### src/rtl/game_pkg.sv
// ============================================================================
// Module      : game_pkg
// Description : Shared game-flow state encoding and the centisecond timebase.
// Revision    : 1.0 - initial release
// ============================================================================
`default_nettype none

package game_pkg;

    typedef enum logic [1:0] {
        ST_IDLE  = 2'b00,
        ST_RUN   = 2'b01,
        ST_PAUSE = 2'b10,
        ST_OVER  = 2'b11
    } state_t;

    // Shared by this controller and the timer so both agree on one centisecond.
    localparam int CENTI_DIV_DEFAULT = 1_000_000;

endpackage

`default_nettype wire

### src/rtl/game_timer_ctrl_sync_edge.sv
// ============================================================================
// Module      : sync_edge
// Description : Three-flop synchroniser with level (s2) and rising-edge outputs.
// Revision    : 1.0 - initial release
// ============================================================================
`default_nettype none

module sync_edge (
    input  logic clk,
    input  logic rst,
    input  logic din,
    output logic level,
    output logic rise
);

    logic r_s1;
    logic r_s2;
    logic r_s3;

    always_ff @(posedge clk) begin
        if (rst) begin
            r_s1 <= 1'b0;
            r_s2 <= 1'b0;
            r_s3 <= 1'b0;
        end else begin
            r_s1 <= din;
            r_s2 <= r_s1;
            r_s3 <= r_s2;
        end
    end

    assign level = r_s2;
    assign rise  = r_s2 & ~r_s3;

endmodule

`default_nettype wire

### src/rtl/game_timer_ctrl.sv
// ============================================================================
// Module      : game_timer_ctrl
// Description : Game-flow FSM producing timer strobes and the post-crash
//               hold/blink window.
// Revision    : 1.0 - initial release
// ============================================================================
`default_nettype none

module game_timer_ctrl
    import game_pkg::*;
#(
    parameter int CENTI_DIV = CENTI_DIV_DEFAULT,
    parameter int HOLD_CS   = 200,
    parameter int BLINK_CS  = 25
) (
    input  logic       clk,
    input  logic       rst,
    input  logic       btn_start,
    input  logic       btn_pause,
    input  logic       collision,
    output logic [1:0] state,
    output logic       run_en,
    output logic       clear_timer,
    output logic       dead_pulse,
    output logic       display_blank,
    output logic       restart_ok
);

    localparam int c_presc_w = (CENTI_DIV > 1) ? $clog2(CENTI_DIV) : 1;
    localparam int c_hold_w  = $clog2(HOLD_CS + 1);
    localparam int c_blink_w = (BLINK_CS > 1) ? $clog2(BLINK_CS) : 1;

    localparam logic [c_presc_w-1:0] c_presc_last = c_presc_w'(CENTI_DIV - 1);
    localparam logic [c_hold_w-1:0]  c_hold_max   = c_hold_w'(HOLD_CS);
    localparam logic [c_hold_w-1:0]  c_hold_last  = c_hold_w'(HOLD_CS - 1);
    localparam logic [c_blink_w-1:0] c_blink_last = c_blink_w'(BLINK_CS - 1);

    logic w_start_rise;
    logic w_pause_rise;
    logic w_coll_level;
    logic w_start_level;
    logic w_pause_level;
    logic w_coll_rise;
    logic w_tick;

    logic [c_presc_w-1:0] r_presc;
    logic [c_hold_w-1:0]  r_hold;
    logic [c_blink_w-1:0] r_blink;
    state_t               r_state;

    sync_edge u_sync_start (
        .clk   (clk),
        .rst   (rst),
        .din   (btn_start),
        .level (w_start_level),
        .rise  (w_start_rise)
    );

    sync_edge u_sync_pause (
        .clk   (clk),
        .rst   (rst),
        .din   (btn_pause),
        .level (w_pause_level),
        .rise  (w_pause_rise)
    );

    sync_edge u_sync_coll (
        .clk   (clk),
        .rst   (rst),
        .din   (collision),
        .level (w_coll_level),
        .rise  (w_coll_rise)
    );

    assign w_tick = (r_presc == c_presc_last);

    always_ff @(posedge clk) begin
        if (rst || w_tick) begin
            r_presc <= '0;
        end else begin
            r_presc <= r_presc + 1'b1;
        end
    end

    always_ff @(posedge clk) begin
        if (rst) begin
            r_state       <= ST_IDLE;
            run_en        <= 1'b0;
            clear_timer   <= 1'b0;
            dead_pulse    <= 1'b0;
            display_blank <= 1'b0;
            restart_ok    <= 1'b0;
            r_hold        <= '0;
            r_blink       <= '0;
        end else begin
            clear_timer <= 1'b0;
            dead_pulse  <= 1'b0;
            case (r_state)
                ST_IDLE: begin
                    if (w_start_rise) begin
                        r_state     <= ST_RUN;
                        run_en      <= 1'b1;
                        clear_timer <= 1'b1;
                    end
                end
                ST_RUN: begin
                    // Crash wins over a simultaneous pause press.
                    if (w_coll_level) begin
                        r_state       <= ST_OVER;
                        run_en        <= 1'b0;
                        dead_pulse    <= 1'b1;
                        r_hold        <= '0;
                        r_blink       <= '0;
                        display_blank <= 1'b0;
                        restart_ok    <= 1'b0;
                    end else if (w_pause_rise) begin
                        r_state <= ST_PAUSE;
                        run_en  <= 1'b0;
                    end
                end
                ST_PAUSE: begin
                    if (w_pause_rise || w_start_rise) begin
                        r_state <= ST_RUN;
                        run_en  <= 1'b1;
                    end
                end
                ST_OVER: begin
                    if (w_start_rise && restart_ok) begin
                        r_state       <= ST_RUN;
                        run_en        <= 1'b1;
                        clear_timer   <= 1'b1;
                        restart_ok    <= 1'b0;
                        display_blank <= 1'b0;
                    end else if (w_tick) begin
                        r_blink <= (r_blink == c_blink_last) ? '0 : r_blink + 1'b1;
                        // Blink only until the hold expires, then keep the time visible.
                        if (r_hold != c_hold_max) begin
                            r_hold <= r_hold + 1'b1;
                            if (r_hold == c_hold_last) begin
                                restart_ok    <= 1'b1;
                                display_blank <= 1'b0;
                            end else if (r_blink == c_blink_last) begin
                                display_blank <= ~display_blank;
                            end
                        end
                    end
                end
                default: begin
                    r_state <= ST_IDLE;
                    run_en  <= 1'b0;
                end
            endcase
        end
    end

    assign state = r_state;

endmodule

`default_nettype wire

### config.mk
export PLATFORM = sky130hd
export DESIGN_NAME = game_timer_ctrl
export DESIGN_NICKNAME = d
export VERILOG_FILES = /design/src/rtl/game_pkg.sv /design/src/rtl/game_timer_ctrl_sync_edge.sv /design/src/rtl/game_timer_ctrl.sv
export SDC_FILE = /design/constraint.sdc
export NUM_CORES = 1
export LEC_CHECK = 0
export CAP_MARGIN = 0
export CORE_ASPECT_RATIO = 1.5
export CORE_UTILIZATION = 41
export CTS_BUF_LIST = sky130_fd_sc_hd__clkbuf_8
export DETAILED_ROUTE_END_ITERATION = 10
export SYNTH_ARGS = -nofsm -noshare
export SYNTH_HDL_FRONTEND = slang
export SYNTH_HIERARCHICAL = 1
export SYNTH_SLANG_ARGS = --single-unit
### constraint.sdc
create_clock -name clk -period 2.1 [get_ports clk]
set_input_delay 0.525 -clock clk [delete_from_list [all_inputs] [get_ports clk]]
set_output_delay 0.525 -clock clk [all_outputs]
set_load 0.01 [all_outputs]
==> results of run 1 <==
## flip-flops by register name, summed over array words and instances, names as in the netlist
name                count
display_blank           1
restart_ok              1
u_sync_coll/r_s1        1
u_sync_start/r_s3       1
clear_timer             1
r_hold                  8
u_sync_start/r_s1       1
r_blink                 5
state                   2
u_sync_pause/r_s3       1
u_sync_pause/level      1
run_en                  1
u_sync_coll/level       1
u_sync_pause/r_s1       1
dead_pulse              1
u_sync_start/level      1
r_presc                20
## timing repair
action	CTS	global route
setup buffers	0	3
setup endpoints to repair	0	6
resized for setup	0	9
## layer usage
metal,vias to the layer above,wire [um]
met5,-,0
met4,0,80
met3,6,104
met2,24,2530
met1,948,2140
li1,1009,-
## final cells by class
type | instances | area [um^2] | area share (%)
Tap cell | 70 | 87.6 | 3.12
Inverter | 13 | 48.8 | 1.74
Multi-Input combinational cell | 199 | 1300 | 46.4
Clock buffer | 6 | 82.6 | 2.94
Timing Repair Buffer | 34 | 309 | 11.0
Clock inverter | 2 | 13.8 | 0.490
Sequential cell | 48 | 962 | 34.3
## path summary, 6_finish.rpt
| kind | start | to | slack, ps | cells after the start |
|---|---|---|---|---|
| setup / recovery | r_presc[12] | r_blink[3] | 40 | 5 |
| hold / removal | u_sync_coll/r_s1 | u_sync_coll/level | 440 | 1 |
| setup reg to reg | r_presc[12] | r_blink[3] | 40 | 5 |
| hold reg to reg | u_sync_coll/r_s1 | u_sync_coll/level | 440 | 1 |
## power by group through the flow
stage / logic [uW] / clock network (uW) / registers, uW
global route: 352 / 648 / 976
detailed placement: 308 / 0 / 990
finish: 310 / 585 / 969
floorplan: 176 / 0 / 997
global placement: 307 / 0 / 989
CTS: 311 / 610 / 969
## worst register-to-register path, cell delays in order, from the launching register on
cell and delay [ps]:
dfxtp_1 320, or4_4 540, nor4b_4 350, nand3_2 130
or3b_4 460, o31ai_2 190
## through the flow
stage	setup slack, ps	TNS, ps
3_3_place_gp	103	0
2_1_floorplan	122	0
5_1_grt	-52.7	-744
3_5_place_dp	82.2	0
6_report	41.9	0
4_1_cts	25.2	0
==> results by group, run 1 <==
Cells and area
  – Non-Filler Instances: 372
  – Most frequent cells in the layout: 47 x dfxtp_1, 35 x nor2_1, 23 x nand2_1
  – Filler cells: 523
  – Layout cells sized above 1: 16.2%
  – Synth-to-Final Area Change: 20.8%
  – Commonest non-fill, non-tap cell in the layout: dfxtp_1
  – Fin nets: 315
  – Antenna diode count: 0
  – Fin area: 2810 um^2
  – Final Util: 51.5%

Clock tree
  – Clk_lat worst skew: 300 ps
  – TritonCTS clock tree: built
  – CTS hold repair buffers: 0
  – Clock root cell: clkbuf_8
  – TritonCTS buffer count: 5
  – # H-tree levels: 2
  – CTS max path bufs: 2
  – Reg clk slew, reported paths: 90 ps
  – Clock sink count: 48

Drt
  – Initial DRC Count: 97
  – WL final: 4860 um
  – Routed Antenna Nets: 0
  – Vias: 1,987
  – Post-DR vias/cell: 5.34
  – DRC: 0
  – Pre-antenna DRT Iters: 4
  – Wire length per cell: 13.1 um

Yosys
  – Synth Instances: 267
  – Area of the mapped netlist: 2320 um^2
  – Syn_nets: 281
  – Syn avg cell area: 8.70 um^2
  – Yosys warnings: 6

Global route
  – Vias in the first global route: 1,859
  – Met1 GRT Util: 21.0%
  – Largest net degree at the start of global routing: 28
  – Most Crowded Layer GR: met2
  – Initial antenna violation count: 0
  – First-pass GRT wire length: 8410 um
  – Total gr overflow: 0
  – Met3 usage: 3.64%
  – Met2 Use GR: 31.4%
  – Gr usage total: 17.9%

Timing
  – Final Max Tran Viols: 0
  – Skew final: 8.90 ps
  – Worst hold margin: 438 ps
  – Tcrit/Tclk final: 98.0%
  – Worst-Margin Slew: 456 ps
  – Count of final setup violators: 0
  – RSZ-0062 raised after global routing: yes
  – Crit path time final: 2060 ps
  – Max Clk Rate: 0.486 GHz
  – Max transition margin: 69.6%
  – Final Hold Viols: 0

Worst setup path
  – Worst path slowest cell: or4_4
  – Data arrival, critical path: 2290 ps
  – Largest delay contributor family on the critical path: simple AND/OR/NAND/NOR gates
  – Setup crit end kind: flop
  – Critical path, cell by cell: or4_4 -> nor4b_4 -> nand3_2 -> or3b_4 -> o31ai_2
  – Max incr delay on CP: 540 ps
  – Required @ worst endpoint: 2330 ps
  – CP startpoint kind: flop
  – Buf/Inv on CP: 0
  – Crit Path Class: flop to flop
  – CP max FO: 4

Placed design
  – Port Buffers: 11
  – Post-DP HPWL: 3510 um
  – Placed Cells: 361
  – Placed cell areas: 2660 um^2
  – Final Wtd Congestion: 0.844

Die
  – Die Ht: 94.2 um
  – Die Area: 5980 um^2
  – Initial core utilization: 42.6%
  – Die width: 63.5 um
  – FP Rows: 33
  – Core outline area: 5450 um^2
  – I/O pin count: 12

Power
  – Seq pwr share: 52.0%
  – Leakage: 0.00100 uW
  – Comb power frac: 16.6%
  – Pwr/cell area: 664 nW/um^2
  – Sw frac: 26.6%
  – Power, Total: 1860 uW
  – Switching pwr: 496 uW
  – Clock power share: 31.4%
  – Peak VDD IR: 0.469 mV
  – P_int: 1370 uW

Flow run
  – Max Cap Violations: 0

Run status
  – Status: finished, final reports clean

Hold path
  – Hold/Removal Path Class: flop to flop
(Power assumes the default switching activity.)
==> run 2: changes to the inputs <==
--- a/config.mk
+++ b/config.mk
@@ -10,6 +10,7 @@
 export CORE_UTILIZATION = 41
 export CTS_BUF_LIST = sky130_fd_sc_hd__clkbuf_8
 export DETAILED_ROUTE_END_ITERATION = 10
+export GPL_ROUTABILITY_DRIVEN = 0
 export SYNTH_ARGS = -nofsm -noshare
 export SYNTH_HDL_FRONTEND = slang
 export SYNTH_HIERARCHICAL = 1
==> results of run 2 <==
Same layout as run 1: the final DEF is identical, and so are final timing and power.
==> run 3: changes to the inputs <==
--- a/config.mk
+++ b/config.mk
@@ -15,3 +15,4 @@
 export SYNTH_HDL_FRONTEND = slang
 export SYNTH_HIERARCHICAL = 1
 export SYNTH_SLANG_ARGS = --single-unit
+export TNS_END_PERCENT = 100
==> results of run 3 <==
Same layout as run 1: the final DEF is identical, and so are final timing and power.
